`src/rtl/alu_pkg.sv`:
```
// rtl/alu_pkg.sv - shared ALU word, popcount width and status-flag types
package alu_pkg;

  localparam int ALU_WIDTH = 8;
  localparam int ALU_CNT_W = $clog2(ALU_WIDTH + 1);

  typedef logic [ALU_WIDTH-1:0] alu_word_t;

  // popcnt is one bit wider than log2(WIDTH) so a full word (8) fits
  typedef struct packed {
    logic                 zero;
    logic                 ones;
    logic                 parity;
    logic [ALU_CNT_W-1:0] popcnt;
  } alu_flags_t;

endpackage

```
`src/rtl/alu_flag_gen.sv`:
```
// rtl/alu_flag_gen.sv - combinational status flags for one ALU result word
module alu_flag_gen
  import alu_pkg::*;
(
  input  alu_word_t  word,
  output alu_flags_t flags
);

  // level 1: four 2-bit sums of adjacent bit pairs
  logic [1:0] sum_l1 [4];
  // level 2: two 3-bit sums of adjacent pairs
  logic [2:0] sum_l2 [2];

  for (genvar i = 0; i < 4; i++) begin : g_l1
    assign sum_l1[i] = {1'b0, word[2*i]} + {1'b0, word[2*i+1]};
  end

  for (genvar j = 0; j < 2; j++) begin : g_l2
    assign sum_l2[j] = {1'b0, sum_l1[2*j]} + {1'b0, sum_l1[2*j+1]};
  end

  // Final adder of the tree plus the reduction flags
  always_comb begin
    flags        = '0;
    flags.popcnt = {1'b0, sum_l2[0]} + {1'b0, sum_l2[1]};
    flags.zero   = ~|word;
    flags.ones   = &word;
    flags.parity = ^word;
  end

endmodule

```
`src/rtl/or_8_bit.sv`:
```
// rtl/or_8_bit.sv - bitwise-OR ALU slice with registered result and flags
module or_8_bit
  import alu_pkg::*;
#(
  parameter int WIDTH = ALU_WIDTH,
  parameter int CNT_W = $clog2(WIDTH + 1)
) (
  input  logic             clk,
  input  logic             rst,
  input  logic [WIDTH-1:0] A,
  input  logic [WIDTH-1:0] B,
  input  logic             in_valid,
  output logic [WIDTH-1:0] Y,
  output logic [WIDTH-1:0] y_q,
  output logic             out_valid,
  output logic             zero_q,
  output logic             ones_q,
  output logic             parity_q,
  output logic [CNT_W-1:0] popcnt_q
);

  alu_flags_t flags;

  // The OR array itself: never registered or gated
  assign Y = A | B;

  // Flags are taken from the OR result only, never from A or B
  alu_flag_gen u_flag_gen (
    .word  (Y),
    .flags (flags)
  );

  // Output stage: capture on in_valid, otherwise hold data and drop valid
  always_ff @(posedge clk) begin
    if (rst) begin
      y_q       <= '0;
      out_valid <= 1'b0;
      zero_q    <= 1'b0;
      ones_q    <= 1'b0;
      parity_q  <= 1'b0;
      popcnt_q  <= '0;
    end else begin
      out_valid <= in_valid;
      if (in_valid) begin
        y_q      <= Y;
        zero_q   <= flags.zero;
        ones_q   <= flags.ones;
        parity_q <= flags.parity;
        popcnt_q <= flags.popcnt;
      end
    end
  end

endmodule

```
`config.mk`:
```
export PLATFORM = sky130hd
export DESIGN_NAME = or_8_bit
export DESIGN_NICKNAME = d
export VERILOG_FILES = /design/src/rtl/alu_pkg.sv /design/src/rtl/alu_flag_gen.sv /design/src/rtl/or_8_bit.sv
export SDC_FILE = /design/constraint.sdc
export NUM_CORES = 1
export LEC_CHECK = 0
export ABC_AREA = 1
export CAP_MARGIN = 25
export CELL_PAD_IN_SITES_DETAIL_PLACEMENT = 0
export CELL_PAD_IN_SITES_GLOBAL_PLACEMENT = 1
export CORE_ASPECT_RATIO = 0.8
export CORE_MARGIN = 3
export CORE_UTILIZATION = 25
export CTS_CLUSTER_SIZE = 40
export DETAILED_ROUTE_END_ITERATION = 6
export HOLD_SLACK_MARGIN = 0.1
export PLACE_DENSITY = 0.72
export SLEW_MARGIN = 30
export SYNTH_ARGS = -nofsm -noshare
export SYNTH_HDL_FRONTEND = slang
export SYNTH_SLANG_ARGS = --single-unit
export TNS_END_PERCENT = 10
```
`constraint.sdc`:
```
create_clock -name clk -period 3 [get_ports clk]
set_input_delay 0.3 -clock clk [delete_from_list [all_inputs] [get_ports clk]]
set_output_delay 0.3 -clock clk [all_outputs]
set_load 0.01 [all_outputs]
```
---- Word-level counts from Yosys, hierarchy flattened ----
Index checks and enable logic that the tools add are counted.
storage, ports and cells
  input port bits ......................... 19
  word-level logic and storage cells ...... 18
  output and inout port bits .............. 24
  flip-flop bits (word level) ............. 16
cells by class
  reductions and logical operators ........ 4
  bitwise operators ....................... 1
  add/subtract/negate cells ............... 7
operators with widths
  operator           count
  $add A1 B1 Y2      4
  $or A8 B8 Y8       1
  $reduce_and A8 Y1  1
  $reduce_or A8 Y1   1
  $reduce_xor A8 Y1  1
  $add A2 B2 Y3      2
  $add A3 B3 Y4      1
  $logic_not A1 Y1   1

---- Depth between registers and ports, before layout ----
Gate-level depths: netlist of the first run.
  depth after elaboration ................. 4
  depth in mapped cells ................... 13
  mapped depth without buffers ............ 13

---- Cells and area by module ----
From an unflattened synthesis of the first run, not the netlist that was laid out.
second synthesis, totals
  cells, all modules ...................... 150
  area, all modules ....................... 1,022.2 µm²
by module, submodules not included
  module        area each (µm²)  seq. area each (µm²)  cells an instance  instances
  or_8_bit      633.1            320.3                 91                 1
  alu_flag_gen  389.1            0.0                   59                 1

---- Worst setup path before layout of the first run ----
Ideal clock, no wire load.
  path type ............................... in2reg
  start ................................... input B[0]
  end ..................................... register popcnt_q[2]
  stages .................................. 13
  arrival time ............................ 2.952 ns
  slack ................................... -0.068 ns
  library setup time ...................... 0.115 ns
  path buffers ............................ 0
  data required time ...................... 2.885 ns
  cells stage by stage .................... nor2_1 inv_1 fa_1 fa_1 inv_1 fa_1 inv_1 ha_1 inv_1 fa_1 xnor2_1 o21ai_0 inv_1
between the ends
  word-level cells in the longest chain between the ends .. 4
RTL lines
  element               RTL line            RTL
  from (decl)           or_8_bit.sv:11      input logic [WIDTH-1:0] B,
  $or A8 B8 Y8          or_8_bit.sv:25      assign Y = A | B;
  via Y[0]              or_8_bit.sv:13      output logic [WIDTH-1:0] Y,
  $add A1 B1 Y2         alu_flag_gen.sv:15  assign sum_l1[i] = {1'b0, word[2*i]} + {1'b0, word[2*i+1]};
  $add A2 B2 Y3         alu_flag_gen.sv:19  assign sum_l2[j] = {1'b0, sum_l1[2*j]} + {1'b0, sum_l1[2*j+1]};
  $add A3 B3 Y4         alu_flag_gen.sv:25  flags.popcnt = {1'b0, sum_l2[0]} + {1'b0, sum_l2[1]};
  to (signal assigned)  or_8_bit.sv:49      popcnt_q <= flags.popcnt;
  to (decl)             or_8_bit.sv:19      output logic [CNT_W-1:0] popcnt_q
The timed path passes the listed nets, and every way through them passes these cells.
A chain may end at the register's enable or synchronous reset.

---- Final worst setup path of the first run ----
  start ................................... input B[3]
  end ..................................... register popcnt_q[2]
between the ends
  word-level cells in the longest chain between the ends .. 4
RTL lines
  element        RTL line
  $or A8 B8 Y8   or_8_bit.sv:25
  $add A1 B1 Y2  alu_flag_gen.sv:15
  $add A2 B2 Y3  alu_flag_gen.sv:19
  $add A3 B3 Y4  alu_flag_gen.sv:25
No other way between the ends.

==> flow_summary.toml, run 1 <==
[run_status]
outcome = "finished clean"

[routing]
wire_per_inst_um = 12.48
first_iter_violations = 26
post-route-drc-count = 0
ant_nets = 0
wirelength_um = 2708
dr.pass1.iters = 6
drt-vias-per-instance = 4.318
vias = 937

[clocking]
clock-sinks = 16
insertion_delay_ns = 0.25
clkTransAtPathRegs_ns = 0.06
cts_tree = "done"
ctsHtreeMaxLevel = 1
cts_root_buffer = "clkbuf_8"
cts_buffer_depth = 2
numCtsBuffers = 3

[final_layout]
diodes = 0
layout_commonest_cell = "clkdlybuf4s50_1"
final_cells = 217
syn_to_final_growth_pct = 63.88
fin_util_pct = 43.88
nNetsFinal = 210
layout_common_cells = "clkdlybuf4s50_1, inv_1, nand2_1, dfxtp_1, buf_4"
final_layout_size_suffix_gt1_share_pct = 21.71
design_area_um2 = 1544

[pwr]
p_clk_share_pct = 27.8
p_switching_mw = 0.2029
power.leakage_nw = 0.7184
swShare_pct = 29.52
p_comb_share_pct = 36.9
power_frac_seq_pct = 35.3
power_density_nw_per_um2 = 445.1
ir_drop_v = 0.0003256
p_int_mw = 0.4843

[placed_design]
portBuffers = 42
globalplace.congestion = 0.7458
place_area_um2 = 1476
dp.cells = 212
detailed_place_hpwl_um = 2234

[timing]
hold_violations = 0
rsz0062_at_grt = "no"
setup_tns_ns = 0
tightest_slew_ns = 0.4596
fmax_mhz = 348.9
whs_ns = 0.4664
slew_viol_final = 0
max-slew-margin-rel_pct = 69.36
post-route-period-util_pct = 95.55
fin_skew_ns = 0
setup_viol = 0
period_needed_ns = 2.866

[worst_setup_path]
endpoint_kind = "register"
r2r_cells = 2
r2r-end = "popcnt_q[1]"
start_kind = "input pin"
path_max_fanout = 2
cp_cell_sequence = "clkdlybuf4s15_2 -> nor2_4 -> inv_2 -> fa_1 -> fa_1 -> inv_1 -> fa_1 -> inv_2 -> ha_4 -> inv_2 -> fa_2 -> xnor2_2 -> o21ai_1 -> inv_1"
max_stage_delay_ns = 0.50
endpoint = "popcnt_q[2]"
path_class = "in2reg"
reg2reg_setup_slack_ns = 2.31
crit_path_start = "B[3]"
path_depth = 14
cp_top_family = "adder cells"
slowest_stage = "fa_1"
critical_path_required_ns = 3.14
worst-path-buf-inv = 6
r2r-start = "popcnt_q[1]"
arrival_ns = 3.01

[job]
maxCapViolCount = 0

[floorplanning]
coreArea_um2 = 3518
initial_core_util_pct = 26.78
dieArea_um2 = 4546
die_h_um = 60.91
pin_count = 43
num_rows = 19
die_w_um = 74.64

[global_route]
overflow = 0
grt.busiest_layer = "met2"
first_global_vias = 1020
use_met2_pct = 23.03
grt_pass1_wl_um = 4457
track_usage_pct = 13.24
antenna_found_initial = 0
grt_max_degree = 30
use_met1_pct = 15.62
met3_usage_pct = 5.464

[min_path]
hp-class = "in2reg"

[logic_synthesis]
syn_nets = 153
syn_avg_cell_area_um2 = 7.917
yosys.area.top_type = "dfxtp_1"
ys_ff_latch = 16
synthCells = 119
synthTopCellsByArea = "dfxtp_1, ha_1, fa_1"
yosysUniqueCellTypes = 15
netlist.area_leader.share_pct = 34.00
synth_warnings = 0
netlist_area_um2 = 942.2
seq_area_frac_synth_pct = 34.00
## cell usage after synthesis
library cell  instances
nand3_1               3
inv_2                 1
xnor2_1               1
nand4_1               2
fa_1                  4
o211ai_1              1
nor2_1               15
dfxtp_1              16
ha_1                 11
nand2_1              16
a21oi_1              11
buf_4                 1
buf_6                 3
o21ai_0              13
inv_1                21
## logic make-up (layout without fill, tap and decap cells)
kind of cell | count (synthesis) | after routing | share of synthesized area [%]
simple gates | 36 | 36 | 15.27
buf+inv | 26 | 82 | 13.15
compound gates | 25 | 25 | 13.55
flops | 16 | 16 | 34.00
fa+ha+maj | 15 | 15 | 23.11
xor+xnor | 1 | 1 | 0.9298
## power groups by stage
stage / registers, mW / clock network (mW) / logic, mW
final: 0.242 / 0.191 / 0.254
after CTS: 0.242 / 0.201 / 0.244
after global placement: 0.247 / 0 / 0.223
after global routing: 0.245 / 0.204 / 0.284
after floorplan: 0.255 / 0 / 0.106
after detailed placement: 0.247 / 0 / 0.233
## tightest hold or removal path: stages
cell and delay (ns):
clkbuf_2 0.09, nor2_2 0.04, buf_4 0.12, a21oi_1 0.12
## metal layers
metal | vias up | part of all wire [%]
met3 | 2 | 10
met1 | 408 | 48
met4 | 0 | 0.30
met5 | - | 0
met2 | 40 | 42
li1 | 487 | -
## worst min path at each step
stage / end / cells after the start / from
2_1_floorplan: out_valid / 1 / rst
3_3_place_gp: popcnt_q[3] / 2 / popcnt_q[3]
3_5_place_dp: popcnt_q[3] / 2 / popcnt_q[3]
4_1_cts: y_q[1] / 4 / B[1]
5_1_grt: y_q[3] / 4 / A[3]
6_report: y_q[0] / 4 / A[0]
## what timing repair did
action / 4_1_cts / 5_1_grt
hold buffers: 0 / 0
setup buffers: 1 / 0
pin swaps: 8 / 7
setup endpoints to repair: 2 / 2
gates resized for setup: 24 / 5
## state kept, by name, indices dropped and copies added, names as in the netlist
register	cells
zero_q	1
popcnt_q	4
parity_q	1
y_q	8
ones_q	1
out_valid	1
## metrics by stage
stage	power (mW)	worst slack, ns
after global routing	0.7324	0.01072
after CTS	0.6870	0.001987
after detailed placement	0.4795	-0.5103
after floorplan	0.3610	0.002406
final	0.6873	0.1335
after global placement	0.4698	-0.4444
## final cells by class
type                            count  area (um2)
Tap cell                           42       52.55
Clock buffer                        4       55.05
Inverter                           22       82.58
Multi-Input combinational cell     77       536.8
Fill cell                         360        1974
Sequential cell                    16       320.3
Timing Repair Buffer               56       496.7
Note: power is estimated with default switching activity, not from simulation.
==> run 2: changes to the inputs <==
- SLEW_MARGIN: 30 -> unset
==> flow_summary.toml, run 2 (synthesis gave the netlist of run 1 again) <==
[routing]
ant_nets = 0
dr.pass1.iters = 6
post-route-drc-count = 0
first_iter_violations = 26
wire_per_inst_um = 12.49
drt-vias-per-instance = 4.318
vias = 937
wirelength_um = 2710

[timing]
fin_skew_ns = 0
hold_violations = 0
slew_viol_final = 0
rsz0062_at_grt = "no"
tightest_slew_ns = 0.9155
max-slew-margin-rel_pct = 38.78
whs_ns = 0.4682
period_needed_ns = 2.869
setup_tns_ns = 0
setup_viol = 0
fmax_mhz = 348.6
post-route-period-util_pct = 95.62

[global_route]
grt_max_degree = 30
antenna_found_initial = 0
grt.busiest_layer = "met2"
met3_usage_pct = 5.464
use_met2_pct = 23.03
first_global_vias = 1020
grt_pass1_wl_um = 4457
overflow = 0
track_usage_pct = 13.24
use_met1_pct = 15.62

[final_layout]
regMostFlops = "y_q"
diodes = 0
layout_commonest_cell = "clkdlybuf4s50_1"
fin_util_pct = 44.03
final_layout_size_suffix_gt1_share_pct = 21.14
nNetsFinal = 210
syn_to_final_growth_pct = 64.41
layout_common_cells = "clkdlybuf4s50_1, inv_1, nand2_1, dfxtp_1, buf_4"
top_regs = "y_q: 8 flops, popcnt_q: 4 flops"
largest_reg_flops = 8
design_area_um2 = 1549
final_cells = 217

[worst_setup_path]
r2r_cells = 2
path_class = "in2reg"
endpoint_kind = "register"
reg2reg_setup_slack_ns = 2.29
arrival_ns = 3.01
start_kind = "input pin"
r2r-end = "popcnt_q[1]"
path_max_fanout = 2
critical_path_required_ns = 3.14
r2r-start = "popcnt_q[1]"

[pwr]
power.leakage_nw = 0.7183
power_density_nw_per_um2 = 444.2
ir_drop_v = 0.0003257

[min_path]
hold_start = "A[0]"
hp-class = "in2reg"
whs_path_depth = 4
hold-path-endpoint = "y_q[0]"

[floorplanning]
pin_count = 43
dieArea_um2 = 4546
die_h_um = 60.91
coreArea_um2 = 3518
initial_core_util_pct = 26.78
num_rows = 19
die_w_um = 74.64

[clocking]
ctsHtreeMaxLevel = 1
clkTransAtPathRegs_ns = 0.06
cts_tree = "done"
insertion_delay_ns = 0.25
cts_root_buffer = "clkbuf_8"
cts_buffer_depth = 2
numCtsBuffers = 3
clock-sinks = 16

[job]
maxCapViolCount = 0

[run_status]
outcome = "finished clean"

[placed_design]
portBuffers = 42
place_area_um2 = 1476
dp.cells = 212
detailed_place_hpwl_um = 2234
globalplace.congestion = 0.7458
==> run 2: cell count changes in the layout (fill, tap and decap cells not counted) <==
cell             change
buf_2                -1
clkdlybuf4s50_1      +1
==> run 2: final cells by class <==
cell class	instances	area [um2]
Fill cell	360	1969
Inverter	22	82.58
Timing Repair Buffer	56	501.7
Sequential cell	16	320.3
Tap cell	42	52.55
Clock buffer	4	55.05
Multi-Input combinational cell	77	536.8
==> run 2: worst max path at each step <==
stage               cells after the start  startpoint          end  slack (ns)
floorplan                              13        B[1]  popcnt_q[2]       0.002
global placement                       14        B[0]  popcnt_q[2]       -0.44
detailed placement                     14        B[0]  popcnt_q[2]       -0.51
CTS                                    12        A[0]  popcnt_q[1]       0.002
global route                           14        A[1]  popcnt_q[2]       0.009
finish                                 14        B[3]  popcnt_q[2]        0.13
==> run 2: worst max-delay path: stages <==
cell and delay, ns:
clkdlybuf4s15_2 0.19, nor2_4 0.09, inv_2 0.05, fa_1 0.45, fa_1 0.50, inv_1 0.06
fa_1 0.46, inv_2 0.08, ha_4 0.13, inv_2 0.03, fa_2 0.34, xnor2_2 0.14
o21ai_1 0.13, inv_1 0.04
==> run 2: what timing repair did <==
item	4_1_cts	5_1_grt
endpoints found under the setup margin	2	2
setup buffers	1	0
hold buffers	0	0
resized for setup	24	5
pin swaps	8	7
==> run 2: stage by stage <==
step | worst slack, ns | power (mW)
4_1_cts | 0.001987 | 0.6870
6_report | 0.1314 | 0.6880
2_1_floorplan | 0.002406 | 0.3610
3_3_place_gp | -0.4444 | 0.4698
3_5_place_dp | -0.5103 | 0.4795
5_1_grt | 0.009228 | 0.7332
==> run 2: power by group <==
part / switching, mW / internal [mW] / total, mW / leakage [nW]
sequential: 0.0101 / 0.232 / 0.242 / 0.133
clock: 0.0749 / 0.116 / 0.191 / 0.0288
combinational: 0.118 / 0.137 / 0.254 / 0.556
==> run 2: per-layer routing <==
metal	up-vias	part of all wire [%]
met5	-	0
met4	0	0.30
met3	2	10
met2	40	42
met1	408	48
li1	487	-
==> edit 1: new RTL, config.mk and constraints of run 1 <==
Set the package constant `ALU_WIDTH` to 16 (it was 8).
--- a/src/rtl/alu_pkg.sv
+++ b/src/rtl/alu_pkg.sv
@@ -3,3 +3,3 @@
 
-  localparam int ALU_WIDTH = 8;
+  localparam int ALU_WIDTH = 16;
   localparam int ALU_CNT_W = $clog2(ALU_WIDTH + 1);
Ports: changed (5 resized); port bits go from 43 to 76. The function was not compared with the original's and may differ.
==> edit 1 against run 1 <==
Sequential share of layout area shrank 1.9 points; setup slack got worse by 26 ps; largest power group unchanged; power is 50% higher; wire length increased by 65%; synthesized area grew 60%; design area rose by 65%; sequential cell count rose by 8; die area is 54% higher; critical path type unchanged.
==> edit 1: results (changes against run 1) <==
first-pass GRT wire length: 7400 µm (+66%)
placed insts: 359 (+69%)
layout cells sized above 1: 15.3% (-6.5 points)
pin count of the biggest net entering global routing: 24 (-20%)
Slew headroom: 48.7% (-21 points)
routed vias/inst: 4.16 (-3.7%)
Total GRT Usage: 13.4% (+0.18 points)
clk slew on worst S/H paths: 100 ps (+40 ps)
first-pass detailed-route iteration total: 4 (-2)
Worst-Skew Late Latency: 270 ps (+20 ps)
# port buffers: 74 (+76%)
Worst R2R Path Depth: 4 (+2)
Lkg Pwr: 1.18 nW (+64%)
IR drop worst, VDD: 0.205 mV (-37%)
hold path depth: 4 (unchanged)
Largest regs: y_q x16, popcnt_q x4
Synth cell types: 22 (+7)
Synth Net Count: 259 (+69%)
DR iter-0 viols: 52 (+100%)
GP Congestion: 0.849 (+14%)
top cells by area, synth: dfxtp_1, ha_1, inv_1, nor2_1, a21oi_1
routed len/inst: 12.0 µm (-3.9%)
outcome: complete, no violations
Seq/Total Area, Yosys: 31.9% (-2.1 points)
Finished Layout Cells: 373 (+72%)
Final HPWL DP: 3620 µm (+62%)
## edit 1: changes by cell type after synthesis, moves of 3 or more
cell | before | now
o21ai_1 | 0 | 4
dfxtp_1 | 16 | 24
inv_1 | 21 | 33
nor2_1 | 15 | 29
nand2_1 | 16 | 25
xnor2_1 | 1 | 5
a21oi_1 | 11 | 19
buf_2 | 0 | 3
ha_1 | 11 | 19
## edit 1: routing by layer
| metal | share of wire (%) | vias up | GRT usage (%) |
|---|---|---|---|
| li1 | - | 815 | - |
| met1 | 49 | 683 | 18.0 |
| met2 | 42 | 51 | 22.1 |
| met3 | 8.0 | 2 | 4.05 |
| met4 | 0.45 | 0 | 1.95 |
| met5 | 0 | - | 0 |
## edit 1: kinds of logic after synthesis
kind of cell | Yosys count | synth area share [%]
adders and majority gates | 23 | 21.1
AOI/OAI and AO/OA | 39 | 13.1
other | 1 | 0.249
buffers and inverters | 43 | 12.2
xor gates and xnor gates | 7 | 4.08
DFF | 24 | 31.9
and+or+nand+nor | 64 | 17.2
## edit 1: path summary, 6_finish.rpt
path	from	endpoint	slack (ps)
worst min-delay path	A[3]	y_q[3]$_SDFFE_PP0P_	430
worst min register to register	popcnt_q[3]$_SDFFE_PP0P_	popcnt_q[3]$_SDFFE_PP0P_	500
worst max-delay path	B[0]	popcnt_q[2]$_SDFFE_PP0P_	110
worst max register to register	popcnt_q[2]$_SDFFE_PP0P_	popcnt_q[2]$_SDFFE_PP0P_	2320
## edit 1: final cells by class
type | instances | area, µm²
timing repair buffer | 98 | 906
fill | 589 | 3100
tap | 78 | 97.6
sequential | 24 | 480
clock inverter | 1 | 30.0
multi-input combinational | 134 | 860
inverter | 35 | 131
clock buffer | 3 | 41.3
## edit 1: where the power goes
part / switching (W) / total (W) / internal (W)
sequential: 0.0000125 / 0.000358 / 0.000345
combinational: 0.000173 / 0.000382 / 0.000209
clock: 0.000114 / 0.000293 / 0.000179
total: 0.000300 / 0.00103 / 0.000733
## edit 1: what timing repair did
item                                    CTS  global route
resized for setup                        18             4
buffers inserted                          7             3
endpoints found under the setup margin    2             2
pin swaps                                 9             9
## edit 1: metrics by stage
| stage | setup slack (ps) | area (µm²) | util (%) | hold WS, ps |
|---|---|---|---|---|
| final | 107 | 2550 | 45.1 | 429 |
| after global routing | -9.01 | 2550 | 45.1 | 466 |
| after CTS | 11.0 | 2530 | 44.7 | 434 |
| after detailed placement | -496 | 2400 | 42.5 | 477 |
| after global placement | -417 | 2400 | 42.5 | 470 |
| after floorplan | 16.4 | 1510 | - | 372 |
## edit 1: critical path: stages
cell and delay (ps):
clkdlybuf4s15_1 170, nor2_2 150, inv_2 60, fa_1 470, fa_1 510, inv_2 40
fa_1 440, inv_1 70, ha_2 170, inv_2 40, fa_2 340, xnor2_2 140
o21ai_1 110, inv_1 40
==> edit 2: new RTL, settings of run 1 <==
Without the edit above. Register the input `A` before use, without a reset. The logic sees it one clock later. The other inputs are not delayed to match.
--- a/src/rtl/or_8_bit.sv
+++ b/src/rtl/or_8_bit.sv
@@ -21,2 +21,8 @@
 
+  logic [WIDTH-1:0] A_q;
+
+  always_ff @(posedge clk) begin
+    A_q <= A;
+  end
+
   alu_flags_t flags;
@@ -24,3 +30,3 @@
   // The OR array itself: never registered or gated
-  assign Y = A | B;
+  assign Y = A_q | B;
 
Behaviour: not the same (Yosys sat finds a counterexample within 4 cycles, from zero or initial values and one cycle with rst high).
==> edit 2 against run 1 <==
Design area up 13%; setup slack worse by 100 ps; synthesized area up 17%; critical path depth down 1; sequential cell count up 8; power up 19%; via count up 4.6%; fmax down 3.4%; wire length up 5.9%; utilization down 0.45 points; critical endpoint unchanged; largest power group is now sequential cells.
==> edit 2: results (changes against run 1) <==
outcome: complete, no violations
placed insts: 233 (+9.9%)
Lkg Pwr: 0.788 nW (+9.7%)
Worst-Skew Late Latency: 270 ps (+20 ps)
Critical Path AT: 3140 ps (+130 ps)
DR iter-0 viols: 19 (-27%)
vias in the first global route: 1081 (+6.0%)
Clock Skew: 2.64 ps (+2.64 ps)
Seq/Total Area, Yosys: 43.6% (+9.6 points)
Post-Synthesis Cells: 127 (+6.7%)
most frequent cells after synthesis: dfxtp_1, inv_1, nand2_1, nor2_1, o21ai_0
Final HPWL DP: 2360 µm (+5.5%)
# fillers: 404 (+12%)
IR drop worst, VDD: 0.194 mV (-40%)
top cells by area, synth: dfxtp_1, ha_1, fa_1, inv_1, o21ai_0
layout cells sized above 1: 16.9% (-4.8 points)
Slew headroom: 38.8% (-31 points)
pre-CTS setup slack: -534 ps (-23.7 ps)
worst r2r src: A_q[0]$_DFF_P_
final period demand of the worst path: 2970 ps (+100 ps)
total routed wirelength: 2870 µm (+5.9%)
CP Launch Point: A_q[0]$_DFF_P_
Async SR Flop Fraction: 0% (unchanged)
Post-DP Area: 1650 µm² (+12%)
Largest regs: A_q x8, y_q x8, popcnt_q x4
Synth Net Count: 161 (+5.2%)
clk slew on worst S/H paths: 90 ps (+30 ps)
Total GRT Usage: 12.3% (-0.94 points)
routed vias/inst: 4.12 (-4.6%)
GP Congestion: 0.802 (+7.5%)
first-pass GRT wire length: 4950 µm (+11%)
Finished Layout Cells: 238 (+9.7%)
first-pass detailed-route iteration total: 4 (-2)
Nets: 218 (+3.8%)
-- edit 2: cell count changes after synthesis, sizes merged --
cell and change:
dfxtp +8
-- edit 2: routing by layer --
metal,GRT usage (%),vias up,routed length [µm],share of wire (%)
li1,-,509,-,-
met1,15.2,437,1290,45
met2,20.4,31,1380,48
met3,4.79,3,189,6.6
met4,2.53,0,14,0.49
met5,0,-,0,0
-- edit 2: layout make-up --
cell class | instances | area, µm² | share of cell area [%]
Timing Repair Buffer | 56 | 522 | 30.0
Clock buffer | 4 | 55.1 | 3.17
Sequential cell | 24 | 483 | 27.8
Multi-Input combinational cell | 77 | 528 | 30.4
Tap cell | 55 | 68.8 | 3.96
Inverter | 22 | 82.6 | 4.75
-- edit 2: what timing repair did --
| action | 4_1_cts | 5_1_grt |
|---|---|---|
| setup endpoints to repair | 2 | 2 |
| pin swaps | 9 | 7 |
| setup buffers | 1 | 0 |
| resized for setup | 10 | 3 |
-- edit 2: cells by family (layout without fill, tap and decap cells) --
| family | count (synthesis) | after routing | synth area share, % |
|---|---|---|---|
| buf+inv | 26 | 82 | 11.2 |
| fa+ha+maj | 15 | 15 | 19.8 |
| flops | 24 | 24 | 43.6 |
| simple gates | 36 | 36 | 13.1 |
| xor+xnor | 1 | 1 | 0.795 |
| compound gates | 25 | 25 | 11.6 |
-- edit 2: where the power goes --
part	internal, W	leakage, nW	switching (W)
Combinational	0.000129	0.559	0.000109
Clock	0.000117	0.0288	0.000106
Sequential	0.000344	0.201	0.0000119
Total	0.000591	0.788	0.000227
-- edit 2: path summary, 6_finish.rpt --
check | depth (start not counted) | end | slack, ps
max | 13 | popcnt_q[2]$_SDFFE_PP0P_ | 30
min | 1 | A_q[0]$_DFF_P_ | 460
max reg2reg | 13 | popcnt_q[2]$_SDFFE_PP0P_ | 30
min reg2reg | 2 | popcnt_q[3]$_SDFFE_PP0P_ | 500
-- edit 2: through the flow --
step,util (%),hold WS [ps]
after detailed placement,41.3,488
final,43.4,461
after global placement,41.3,471
after floorplan,-,328
after global routing,43.4,450
after CTS,43.1,457
-- edit 2: worst max-delay path, delay by kind of cell (launching register included) --
family,cells,cell delay (ps)
simple gates,1,90
fa+ha+maj,5,1920
buf+inv,5,260
compound gates,1,130
xor+xnor,1,130
flops,1,330
